===== src/rtl/barrel_shifter_pipe.sv =====
// Pipelined barrel shifter (LSL/LSR/ASR/ROR) with a valid/ready handshake and a sideband tag.
// Define BARREL_SHIFTER_PIPE_FLAGS_EN to add the zero_out/carry_out result flags.
module barrel_shifter_pipe #(
    parameter int WIDTH = 32,
    parameter int TAG_W = 4,
    localparam int SHW  = $clog2(WIDTH)
) (
    input  logic             clk,
    input  logic             rst,
    input  logic             in_valid,
    output logic             in_ready,
    input  logic [WIDTH-1:0] din,
    input  logic [SHW-1:0]   shamt,
    input  logic [1:0]       op,
    input  logic [TAG_W-1:0] tag_in,
    output logic             out_valid,
    input  logic             out_ready,
    output logic [WIDTH-1:0] dout,
    output logic [TAG_W-1:0] tag_out
`ifdef BARREL_SHIFTER_PIPE_FLAGS_EN
    ,
    output logic             zero_out,
    output logic             carry_out
`endif
);

    localparam logic [1:0]       OP_LSL = 2'b00;
    localparam logic [1:0]       OP_LSR = 2'b01;
    localparam logic [1:0]       OP_ASR = 2'b10;
    localparam logic [WIDTH-1:0] ONES   = '1;

    // Handshake: a beat moves in on in_valid && in_ready and out on out_valid && out_ready.
    // The whole pipe advances together whenever the output slot is empty or being drained.
    logic adv;

    assign adv      = out_ready || !out_valid;
    assign in_ready = adv;

    for (genvar k = 0; k < SHW; k++) begin : g_stage
        localparam int D   = 1 << k;
        localparam int SHR = SHW - k;

        logic             src_vld;
        logic [WIDTH-1:0] src_data;
        logic [1:0]       src_op;
        logic [SHR-1:0]   src_sh;
        logic             src_sign;
        logic [TAG_W-1:0] src_tag;

        logic             vld_q;
        logic [WIDTH-1:0] data_q;
        logic [WIDTH-1:0] data_d;
        logic [TAG_W-1:0] tag_q;

        if (k == 0) begin : g_first
            assign src_vld  = in_valid;
            assign src_data = din;
            assign src_op   = op;
            assign src_sh   = shamt;
            assign src_sign = din[WIDTH-1];
            assign src_tag  = tag_in;
        end else begin : g_next
            assign src_vld  = g_stage[k-1].vld_q;
            assign src_data = g_stage[k-1].data_q;
            assign src_op   = g_stage[k-1].g_ctl.op_q;
            assign src_sh   = g_stage[k-1].g_ctl.sh_q;
            assign src_sign = g_stage[k-1].g_ctl.sign_q;
            assign src_tag  = g_stage[k-1].tag_q;
        end

        always_comb begin
            data_d = src_data;
            if (src_sh[0]) begin
                case (src_op)
                    OP_LSL:  data_d = src_data << D;
                    OP_LSR:  data_d = src_data >> D;
                    OP_ASR:  data_d = (src_data >> D) | (src_sign ? ~(ONES >> D) : '0);
                    default: data_d = (src_data >> D) | (src_data << (WIDTH - D));
                endcase
            end
        end

        always_ff @(posedge clk) begin
            if (rst) begin
                vld_q  <= 1'b0;
                data_q <= '0;
                tag_q  <= '0;
            end else if (adv) begin
                vld_q  <= src_vld;
                data_q <= data_d;
                tag_q  <= src_tag;
            end
        end

        // Control fields are only needed by later stages, so the last stage keeps none.
        if (k < SHW - 1) begin : g_ctl
            logic [1:0]     op_q;
            logic [SHR-2:0] sh_q;
            logic           sign_q;

            always_ff @(posedge clk) begin
                if (rst) begin
                    op_q   <= '0;
                    sh_q   <= '0;
                    sign_q <= 1'b0;
                end else if (adv) begin
                    op_q   <= src_op;
                    sh_q   <= src_sh[SHR-1:1];
                    sign_q <= src_sign;
                end
            end
        end

`ifdef BARREL_SHIFTER_PIPE_FLAGS_EN
        logic src_carry;
        logic carry_d;
        logic carry_q;

        if (k == 0) begin : g_cin_first
            assign src_carry = 1'b0;
        end else begin : g_cin_next
            assign src_carry = g_stage[k-1].carry_q;
        end

        // Last bit pushed out by this stage's shift, otherwise the running value.
        always_comb begin
            carry_d = src_carry;
            if (src_sh[0]) begin
                carry_d = (src_op == OP_LSL) ? src_data[WIDTH-D] : src_data[D-1];
            end
        end

        always_ff @(posedge clk) begin
            if (rst) begin
                carry_q <= 1'b0;
            end else if (adv) begin
                carry_q <= carry_d;
            end
        end
`endif
    end

    assign out_valid = g_stage[SHW-1].vld_q;
    assign dout      = g_stage[SHW-1].data_q;
    assign tag_out   = g_stage[SHW-1].tag_q;

`ifdef BARREL_SHIFTER_PIPE_FLAGS_EN
    logic zero_q;

    // Registered alongside dout so it resets to 0 and holds under stall.
    always_ff @(posedge clk) begin
        if (rst) begin
            zero_q <= 1'b0;
        end else if (adv) begin
            zero_q <= (g_stage[SHW-1].data_d == '0);
        end
    end

    assign zero_out  = zero_q;
    assign carry_out = g_stage[SHW-1].carry_q;
`endif

endmodule


===== config.mk =====
export PLATFORM = sky130hd
export DESIGN_NAME = barrel_shifter_pipe
export DESIGN_NICKNAME = d
export VERILOG_FILES = /design/src/rtl/barrel_shifter_pipe.sv
export SDC_FILE = /design/constraint.sdc
export NUM_CORES = 1
export LEC_CHECK = 0
export CORE_ASPECT_RATIO = 0.6
export CORE_MARGIN = 1.5
export CORE_UTILIZATION = 40
export CTS_BUF_LIST = sky130_fd_sc_hd__clkbuf_4
export CTS_CLUSTER_DIAMETER = 100
export CTS_CLUSTER_SIZE = 8
export DETAILED_ROUTE_END_ITERATION = 10
export PLACE_DENSITY_LB_ADDON = 0.3
export SLEW_MARGIN = 20
export SYNTH_ARGS = -nofsm -noshare
export SYNTH_HDL_FRONTEND = slang
export SYNTH_SLANG_ARGS = --single-unit
export TNS_END_PERCENT = 50

===== constraint.sdc =====
create_clock -name clk -period 3.08 [get_ports clk]
set_input_delay 0.616 -clock clk [delete_from_list [all_inputs] [get_ports clk]]
set_output_delay 0.616 -clock clk [all_outputs]
set_load 0.05 [all_outputs]

==> run_results.csv, run 1 <==
group,metric,value,unit
power,static-leakage-power,3.84,nW
floorplan,floorplan.die.height,130,um
setup_path,timing.critical_path.slowest_stage_cell,"sky130_fd_sc_hd__clkdlybuf4s50_1",
logic_synthesis,yosys_register_bits,207,
floorplan,start_util,0.405,
route,routed-via-count,10018,
clock_network,clock_insertion_delay_worst_skew,0.72,ns
placed_design,placed_cell_area,11600,um2
power,seqPwrFrac,0.585,
setup_path,crit_type,"reg -> out",
route,post_drt_via_cell_ratio,5.96,
power,net-switching-power,1.52,mW
logic_synthesis,postSynthAreaPerCell,8.06,um2
route,totalWireLength,30000,um
logic_synthesis,ys_seq_area_frac,0.388,
power,p_per_area,434,nW/um2
setup_path,crit_fanout,2,
setup_path,crit_path_end_kind,"primary output",
setup_path,critPathMaxStageDelay,0.83,ns
placed_design,place.detailed.hpwl,19800,um
power,power.share.clock,0.269,
job,drv_cap,0,
clock_network,post_cts_hold_buffer_count,0,
setup_path,worst-endpoint-required,2.46,ns
clock_network,max-clock-path-buffers,3,
setup_path,cp.buffers_inverters,1,
setup_path,crit_path_cell_trace,"clkdlybuf4s50_1",
clock_network,postCtsSetupRepairBufs,0,
route,post-route-drc-count,0,
finish,area_overhead_vs_synth,10.7,%
clock_network,htree_levels,1,
run_status,result_of_the_run,"finished, final reports clean",
timing,finalCritPeriodShare,0.826,
clock_network,cell_at_the_root_of_the_clock_tree,"sky130_fd_sc_hd__clkbuf_4",
grt,grt_antenna_before_repair,0,
timing,rsz0062_at_grt,"false",
placed_design,gp_congestion,0.831,
logic_synthesis,cell_area_synth,10700,um2
grt,gr-usage-all-layers,0.214,
route,antenna_left,0,
setup_path,critical_path.startpoint_type,"register",
worst_hold_path,min_path_type,"in -> reg",
placed_design,portBuffers,84,
grt,globalRoute.totalOverflow,0,
floorplan,coreArea,26400,um2
floorplan,fp-row-count,46,
clock_network,clk_pin_slew,0.09,ns
grt,global_route_wire_length_before_repair,48900,um
timing,hold_violations,0,
timing,period_minus_slack,2.54,ns
route,drt-pass1-iter-count,5,
floorplan,boundaryPins,85,
logic_synthesis,yosysWarnings,0,
clock_network,cts_repair_resize_count,0,
timing,report.final.slew_viol_count,0,
grt,via_count_of_the_first_global_routing_pass,8764,
clock_network,cts-buffers-inserted,29,
power,swShare,0.296,
timing,timing.final.setup_violations,0,
power,internal_power,3.62,mW
finish,number_of_standard_cells_in_the_final_layout_excluding_fillers,1680,
timing,worst_slew_margin_rel,0.354,
timing,timing_worst_slew_pin_value,0.968,ns
clock_network,cts.sink_count,207,
power,pwr-share-comb,0.146,
route,wire_per_inst,17.9,um
clock_network,cts_tree,"done",
setup_path,timing.critical_path.arrival,1.93,ns
finish,design_area,11800,um2
timing,timing.setup.tns,0,ns
timing,fin_skew,0.0455,ns
timing,fmaxAchievable,0.393,GHz
finish,nets,1367,
finish,layout-drive-gt1-share,0.0561,
grt,grt_start_max_net_pins,73,
floorplan,die_area,27700,um2
setup_path,timing.critical_path.max_delay_family,"buffers and inverters",
finish,fillerInstances,2671,
logic_synthesis,mappedNetlistNets,1373,
logic_synthesis,post_synth_num_cell_types,42,
finish,antenna-diode-count,0,
logic_synthesis,cells_after_synth,1326,
placed_design,post-place-cells,1649,
floorplan,die_w,214,um
power,ir_worst_vdd,0.000223,V
route,drt-initial-drc-count,1042,
-- synthesized netlist by cell type (all sizes together) --
cell type | number | area share
a21oi | 114 | 0.053
o21a | 23 | 0.016
o31ai | 44 | 0.031
dlygate4sd1 | 1 | 0.00082
nand2 | 206 | 0.072
a31oi | 1 | 0.00059
xnor2 | 1 | 0.0015
a311oi | 4 | 0.0039
nor2 | 103 | 0.036
or3 | 2 | 0.0012
nor2b | 1 | 0.00059
and2 | 2 | 0.0012
and2b | 1 | 0.00070
inv | 10 | 0.0035
o311a | 4 | 0.0037
dlymetal6s2s | 1 | 0.0012
nand3b | 44 | 0.031
dfxtp | 207 | 0.39
a2bb2oi | 10 | 0.0082
o211ai | 3 | 0.0021
or3b | 68 | 0.056
or2 | 1 | 0.00059
and3 | 1 | 0.00059
a211oi | 38 | 0.027
clkbuf | 91 | 0.032
nor3 | 18 | 0.0084
clkinv | 1 | 0.00035
mux2 | 14 | 0.015
a311o | 68 | 0.064
nor3b | 7 | 0.0049
o21ai | 132 | 0.062
buf | 59 | 0.036
a221oi | 46 | 0.038
-- cell families after synthesis --
kind of cell    after synthesis  synth area share
xor+xnor                      1           0.00152
flops                       207             0.388
compound gates              487             0.309
simple gates                454             0.213
buf+inv                     163            0.0740
mux                          14            0.0147
-- cell type report --
cell class	instances	area, um2	area share
clock inverter	1	7.51	0.000634
timing repair buffer	115	1200	0.102
sequential	207	4140	0.350
multi-input combinational	956	5760	0.487
clock buffer	30	225	0.0190
tap	360	450	0.0381
inverter	11	43.8	0.00370
-- through the flow --
stage | util | hold slack, ns | total power [mW] | setup WS (ns)
finish | 0.449 | 0.331 | 5.14 | 0.537
global route | 0.449 | 0.293 | 5.39 | 0.464
CTS | 0.449 | 0.263 | 5.17 | 0.467
detailed placement | 0.440 | 0.444 | 3.80 | 0.611
global placement | 0.440 | 0.441 | 3.80 | 0.610
floorplan | - | 0.432 | 3.54 | 0.720
-- placed cells by master (no fill, tap or decap), types with 2 or more instances in the layout --
master | Yosys | routed
sky130_fd_sc_hd__o211ai_1 | 3 | 3
sky130_fd_sc_hd__nor2_1 | 103 | 103
sky130_fd_sc_hd__o21a_1 | 23 | 23
sky130_fd_sc_hd__clkdlybuf4s50_1 | 0 | 81
sky130_fd_sc_hd__inv_1 | 5 | 5
sky130_fd_sc_hd__dfxtp_1 | 207 | 207
sky130_fd_sc_hd__clkbuf_4 | 1 | 30
sky130_fd_sc_hd__a2bb2oi_1 | 10 | 10
sky130_fd_sc_hd__buf_4 | 6 | 21
sky130_fd_sc_hd__or3b_1 | 68 | 68
sky130_fd_sc_hd__inv_2 | 5 | 4
sky130_fd_sc_hd__o311a_1 | 4 | 4
sky130_fd_sc_hd__nor3b_1 | 7 | 7
sky130_fd_sc_hd__a211oi_1 | 38 | 38
sky130_fd_sc_hd__buf_12 | 0 | 11
sky130_fd_sc_hd__or3_1 | 2 | 2
sky130_fd_sc_hd__a221oi_1 | 46 | 46
sky130_fd_sc_hd__o21ai_1 | 8 | 8
sky130_fd_sc_hd__and2_1 | 2 | 2
sky130_fd_sc_hd__nand2_1 | 206 | 206
sky130_fd_sc_hd__mux2_1 | 13 | 13
sky130_fd_sc_hd__o31ai_1 | 44 | 44
sky130_fd_sc_hd__a311oi_1 | 3 | 3
sky130_fd_sc_hd__a311o_1 | 68 | 68
sky130_fd_sc_hd__a21oi_1 | 114 | 114
sky130_fd_sc_hd__nor3_1 | 18 | 18
sky130_fd_sc_hd__o21ai_0 | 124 | 124
sky130_fd_sc_hd__nand3b_1 | 44 | 44
-- flip-flops by register name, summed over array words and instances, names as in the netlist --
| name | cells |
|---|---|
| g_stage.data_q | 128 |
| dout | 32 |
| g_stage.tag_q | 16 |
| g_stage.g_ctl.sh_q | 10 |
| g_stage.g_ctl.op_q | 8 |
| g_stage.g_ctl.sign_q | 4 |
| g_stage.vld_q | 4 |
| tag_out | 4 |
| out_valid | 1 |
-- final timing paths --
kind | depth (start not counted) | slack [ns] | startpoint | endpoint
setup reg to reg | 4 | 0.68 | g_stage[3].g_ctl.sh_q$_SDFFE_PP0P_ | dout[22]$_SDFFE_PP0P_
setup / recovery | 1 | 0.54 | tag_out[0]$_SDFFE_PP0P_ | tag_out[0]
hold reg to reg | 2 | 0.45 | g_stage[0].g_ctl.sh_q[2]$_SDFFE_PP0P_ | g_stage[1].g_ctl.sh_q[1]$_SDFFE_PP0P_
hold / removal | 2 | 0.33 | rst | out_valid$_SDFFE_PP0P_
-- metal layers --
layer | vias to the layer above | share of wire | GRT usage
met2 | 348 | 0.40 | 0.290
li1 | 4844 | - | -
met4 | 0 | 0.011 | 0.0409
met5 | - | 0 | 0
met3 | 33 | 0.087 | 0.0552
met1 | 4793 | 0.51 | 0.333
-- power groups by stage --
stage | logic (mW) | clock network [mW] | registers (mW)
detailed placement | 0.741 | 0 | 3.06
finish | 0.750 | 1.38 | 3.01
global route | 0.828 | 1.53 | 3.03
floorplan | 0.515 | 0 | 3.02
CTS | 0.745 | 1.43 | 3.00
global placement | 0.731 | 0 | 3.06
(Power assumes the default switching activity.)
==> run 2: changes to the inputs <==
==> constraint.sdc (replaced) <==
create_clock -name clk -period 2 [get_ports clk]
set_input_delay 0.4 -clock clk [delete_from_list [all_inputs] [get_ports clk]]
set_output_delay 0.4 -clock clk [all_outputs]
set_load 0.05 [all_outputs]
==> run_results.csv, run 2 (synthesis gave the netlist of run 1 again) <==
group,metric,value,unit
clock_network,htree_levels,1,
route,drt-pass1-iter-count,5,
power,pwr-share-comb,0.156,
floorplan,fp-row-count,46,
power,internal_power,5.61,mW
setup_path,timing.critical_path.arrival,1.53,ns
route,post-route-drc-count,0,
power,power.share.clock,0.268,
setup_path,crit_fanout,2,
timing,period_minus_slack,1.93,ns
run_status,result_of_the_run,"finished, final reports clean",
floorplan,boundaryPins,85,
grt,global_route_wire_length_before_repair,48700,um
finish,largest_register_ff_count,128,
timing,timing.final.setup_violations,0,
finish,mostFrequentLayoutCells,"206 x sky130_fd_sc_hd__nand2_1, 206 x sky130_fd_sc_hd__dfxtp_1, 124 x sky130_fd_sc_hd__o21ai_0",
finish,nets,1400,
setup_path,crit_path_end_kind,"primary output",
floorplan,start_util,0.405,
timing,timing_worst_slew_pin_value,0.742,ns
timing,timing.setup.tns,0,ns
clock_network,max-clock-path-buffers,3,
power,ir_worst_vdd,0.000323,V
power,net-switching-power,2.37,mW
placed_design,place.detailed.hpwl,20800,um
route,totalWireLength,30200,um
setup_path,critPathMaxStageDelay,0.50,ns
timing,whs,0.105,ns
timing,fmaxAchievable,0.518,GHz
timing,report.final.slew_viol_count,0,
clock_network,cts-buffers-inserted,29,
route,routed-via-count,10120,
floorplan,die_w,214,um
setup_path,cp.buffers_inverters,1,
placed_design,dp_slack,-0.0458,ns
power,swShare,0.297,
grt,grt_start_max_net_pins,77,
job,drv_cap,0,
route,wire_per_inst,17.6,um
clock_network,clock_insertion_delay_worst_skew,0.75,ns
power,report.power.total,7.98,mW
setup_path,timing.critical_path.max_delay_family,"buffers and inverters",
worst_hold_path,min_path_type,"in -> reg",
setup_path,crit_type,"reg -> out",
power,p_per_area,656,nW/um2
finish,antenna-diode-count,0,
clock_network,clk_pin_slew,0.09,ns
placed_design,gp_congestion,0.862,
finish,registers.top_by_ff_count,"g_stage.data_q",
setup_path,critical_path.startpoint_type,"register",
power,static-leakage-power,4.07,nW
timing,worst_slew_margin_rel,0.505,
clock_network,post_cts_hold_buffer_count,0,
grt,gr-usage-all-layers,0.214,
setup_path,worst-endpoint-required,1.60,ns
grt,globalRoute.totalOverflow,0,
setup_path,crit_path_cell_trace,"clkdlybuf4s15_1",
power,seqPwrFrac,0.576,
clock_network,cts.sink_count,207,
clock_network,cts_tree,"done",
floorplan,die_area,27700,um2
clock_network,cell_at_the_root_of_the_clock_tree,"sky130_fd_sc_hd__clkbuf_4",
floorplan,floorplan.die.height,130,um
finish,fillerInstances,2689,
route,drt-initial-drc-count,940,
timing,fin_skew,0.0600,ns
finish,area_overhead_vs_synth,13.7,%
setup_path,timing.critical_path.slowest_stage_cell,"sky130_fd_sc_hd__clkdlybuf4s15_1",
floorplan,coreArea,26400,um2
route,antenna_left,0,
finish,layout-drive-gt1-share,0.105,
timing,hold_violations,0,
route,post_drt_via_cell_ratio,5.91,
timing,rsz0062_at_grt,"true",
grt,grt_antenna_before_repair,0,
timing,finalWorstSetupSlack,0.0687,ns
placed_design,portBuffers,84,
grt,via_count_of_the_first_global_routing_pass,8997,
timing,finalCritPeriodShare,0.966,
-- run 2: path summary, 6_finish.rpt --
check	endpoint	from	cells past startpoint	slack (ns)
worst max register to register	g_stage[2].data_q[28]$_SDFFE_PP0P_	g_stage[1].g_ctl.op_q[0]$_SDFFE_PP0P_	4	0.26
worst min-delay path	g_stage[2].data_q[23]$_SDFFE_PP0P_	rst	2	0.11
worst max-delay path	dout[27]	dout[27]$_SDFFE_PP0P_	1	0.07
worst min register to register	g_stage[0].tag_q[2]$_SDFFE_PP0P_	g_stage[0].tag_q[2]$_SDFFE_PP0P_	2	0.45
-- run 2: metrics by stage --
step / instance area, um2 / utilization / cells
global placement: 11900 / 0.452 / 1680
floorplan: 10700 / - / 1326
CTS: 12200 / 0.462 / 1711
detailed placement: 11900 / 0.452 / 1680
finish: 12200 / 0.461 / 1713
global route: 12200 / 0.461 / 1713
-- run 2: worst reg2reg max path, stage by stage (launching register included) --
cell and delay [ns]:
sky130_fd_sc_hd__dfxtp_1 0.66, sky130_fd_sc_hd__buf_12 0.22, sky130_fd_sc_hd__mux2_1 0.34, sky130_fd_sc_hd__a221oi_1 0.31, sky130_fd_sc_hd__o31ai_1 0.12
-- run 2: layout make-up --
cell class | instances | area, um2 | share of cell area
Clock buffer | 30 | 225 | 0.0185
Tap cell | 360 | 450 | 0.0371
Clock inverter | 1 | 7.51 | 0.000618
Timing Repair Buffer | 148 | 1520 | 0.125
Inverter | 11 | 48.8 | 0.00401
Sequential cell | 207 | 4150 | 0.341
Multi-Input combinational cell | 956 | 5760 | 0.474
-- run 2: power by group through the flow --
stage	clock network (mW)	logic [mW]	registers, mW
6_report	2.14	1.24	4.60
5_1_grt	2.38	1.37	4.63
4_1_cts	2.21	1.24	4.59
3_5_place_dp	0	1.24	4.69
3_3_place_gp	0	1.22	4.68
2_1_floorplan	0	0.793	4.66
-- run 2: metal layers --
metal | up-vias | share of wire | track usage
met5 | - | 0 | 0
met4 | 0 | 0.014 | 0.0392
met3 | 41 | 0.075 | 0.0479
met2 | 323 | 0.39 | 0.290
met1 | 4840 | 0.53 | 0.338
li1 | 4916 | - | -
-- run 2: what timing repair did --
action / 4_1_cts / 5_1_grt
setup buffers: 0 / 2
setup endpoints to repair: 31 / 11
gates cloned: 0 / 0
hold endpoints to repair: 0 / 0
resized for setup: 80 / 12
==> run 3: changes to the inputs <==
--- a/config.mk
+++ b/config.mk
@@ -12,7 +12,7 @@
 export CTS_CLUSTER_DIAMETER = 100
 export CTS_CLUSTER_SIZE = 8
 export DETAILED_ROUTE_END_ITERATION = 10
-export PLACE_DENSITY_LB_ADDON = 0.3
+export PLACE_DENSITY = 0.62
 export SLEW_MARGIN = 20
 export SYNTH_ARGS = -nofsm -noshare
 export SYNTH_HDL_FRONTEND = slang
==> run_results.csv, run 3 (synthesis gave the netlist of run 1 again) <==
group,metric,value,unit
run_status,result_of_the_run,"finished, final reports clean",
route,drt-initial-drc-count,915,
clock_network,cts_tree,"done",
timing,fmaxAchievable,0.520,GHz
grt,grt_antenna_before_repair,0,
finish,number_of_standard_cells_in_the_final_layout_excluding_fillers,1735,
worst_hold_path,min_path_type,"in -> reg",
power,report.power.total,8.02,mW
clock_network,cts.sink_count,207,
route,post-route-drc-count,0,
power,p_per_area,647,nW/um2
timing,finalWorstSetupSlack,0.0754,ns
floorplan,boundaryPins,85,
finish,registers.top_by_ff_count,"g_stage.data_q",
finish,design_area,12400,um2
finish,layout-drive-gt1-share,0.120,
timing,timing.final.setup_violations,0,
floorplan,die_area,27700,um2
grt,gr-usage-all-layers,0.223,
finish,antenna-diode-count,0,
setup_path,timing.critical_path.slowest_stage_cell,"sky130_fd_sc_hd__clkdlybuf4s15_1",
setup_path,critPathMaxStageDelay,0.49,ns
setup_path,worst-endpoint-required,1.60,ns
clock_network,max-clock-path-buffers,3,
route,totalWireLength,31500,um
placed_design,gp_congestion,0.859,
clock_network,clk_pin_slew,0.09,ns
floorplan,start_util,0.405,
setup_path,crit_fanout,2,
grt,via_count_of_the_first_global_routing_pass,8961,
route,routed-via-count,10277,
placed_design,post-place-cells,1699,
grt,globalRoute.totalOverflow,0,
setup_path,cp.buffers_inverters,1,
timing,timing_worst_slew_pin_value,0.713,ns
clock_network,post_cts_hold_buffer_count,0,
timing,timing.setup.tns,0,ns
finish,register_area,4150,um2
placed_design,portBuffers,84,
floorplan,fp-row-count,46,
setup_path,crit_path_end_kind,"primary output",
route,drt-pass1-iter-count,5,
clock_network,cts-buffers-inserted,29,
finish,mostFrequentLayoutCells,"206 x sky130_fd_sc_hd__nand2_1, 206 x sky130_fd_sc_hd__dfxtp_1, 124 x sky130_fd_sc_hd__o21ai_0",
grt,global_route_wire_length_before_repair,50500,um
finish,multiInputGateArea,5760,um2
route,wire_per_inst,18.2,um
finish,nets,1422,
timing,fin_skew,0.0424,ns
floorplan,floorplan.die.height,130,um
placed_design,place.detailed.hpwl,21900,um
timing,worst_slew_margin_rel,0.524,
clock_network,cell_at_the_root_of_the_clock_tree,"sky130_fd_sc_hd__clkbuf_4",
power,static-leakage-power,4.21,nW
setup_path,timing.critical_path.max_delay_family,"buffers and inverters",
job,drv_cap,0,
timing,finalCritPeriodShare,0.962,
clock_network,clock_insertion_delay_worst_skew,0.73,ns
setup_path,timing.critical_path.arrival,1.52,ns
route,antenna_left,0,
timing,report.final.slew_viol_count,0,
timing,period_minus_slack,1.92,ns
finish,largest_register_ff_count,128,
grt,grt_start_max_net_pins,60,
placed_design,placed_cell_area,12100,um2
setup_path,crit_type,"reg -> out",
setup_path,critical_path.startpoint_type,"register",
finish,fillerInstances,2681,
power,ir_worst_vdd,0.000362,V
finish,area_overhead_vs_synth,16.0,%
route,post_drt_via_cell_ratio,5.92,
floorplan,coreArea,26400,um2
timing,hold_violations,0,
floorplan,die_w,214,um
placed_design,dp_slack,-0.0453,ns
setup_path,crit_path_cell_trace,"clkdlybuf4s15_1",
clock_network,htree_levels,1,
[run 3: area by class of cell]
type,count,area share
sequential,207,0.334
clock inverter,1,0.000606
multi-input combinational,956,0.464
inverter,11,0.00394
tap,360,0.0363
timing repair buffer,170,0.142
clock buffer,30,0.0182
[run 3: path summary, 6_finish.rpt]
kind | startpoint | endpoint | slack [ns] | depth (start not counted)
worst max-delay path | dout[23]$_SDFFE_PP0P_ | dout[23] | 0.08 | 1
worst min-delay path | rst | dout[4]$_SDFFE_PP0P_ | 0.15 | 2
worst max register to register | g_stage[3].g_ctl.op_q[1]$_SDFFE_PP0P_ | dout[8]$_SDFFE_PP0P_ | 0.37 | 3
worst min register to register | g_stage[3].tag_q[3]$_SDFFE_PP0P_ | tag_out[3]$_SDFFE_PP0P_ | 0.44 | 2
[run 3: repair_timing]
item | in CTS | in global routing
buffers inserted | 0 | 6
resized for setup | 84 | 11
endpoints found under the setup margin | 32 | 11
[run 3: routing by layer]
metal  global-route usage  wire (um)  up-vias
met5                    0          0        -
met1                0.363      16300     4897
met3               0.0505       2780       33
li1                     -          -     4969
met4               0.0346        312        0
met2                0.291      12200      378
[run 3: worst register-to-register path, delay by kind of cell (launching register included)]
kind | cells | cell delay (ns)
and+or+nand+nor | 1 | 0.20
AOI/OAI and AO/OA | 2 | 0.87
DFF | 1 | 0.47
[run 3: report_power, final]
| part | internal [mW] | leakage (nW) | switching (mW) | total [mW] |
|---|---|---|---|---|
| registers | 4.35 | 1.70 | 0.255 | 4.60 |
| logic | 0.579 | 2.37 | 0.675 | 1.25 |
| clock network | 0.688 | 0.138 | 1.47 | 2.16 |
[run 3: per-stage QoR]
stage	util	hold slack (ns)
after floorplan	-	0.432
after global placement	0.460	0.440
after detailed placement	0.460	0.444
after CTS	0.470	0.0963
after global routing	0.470	0.116
final	0.470	0.154
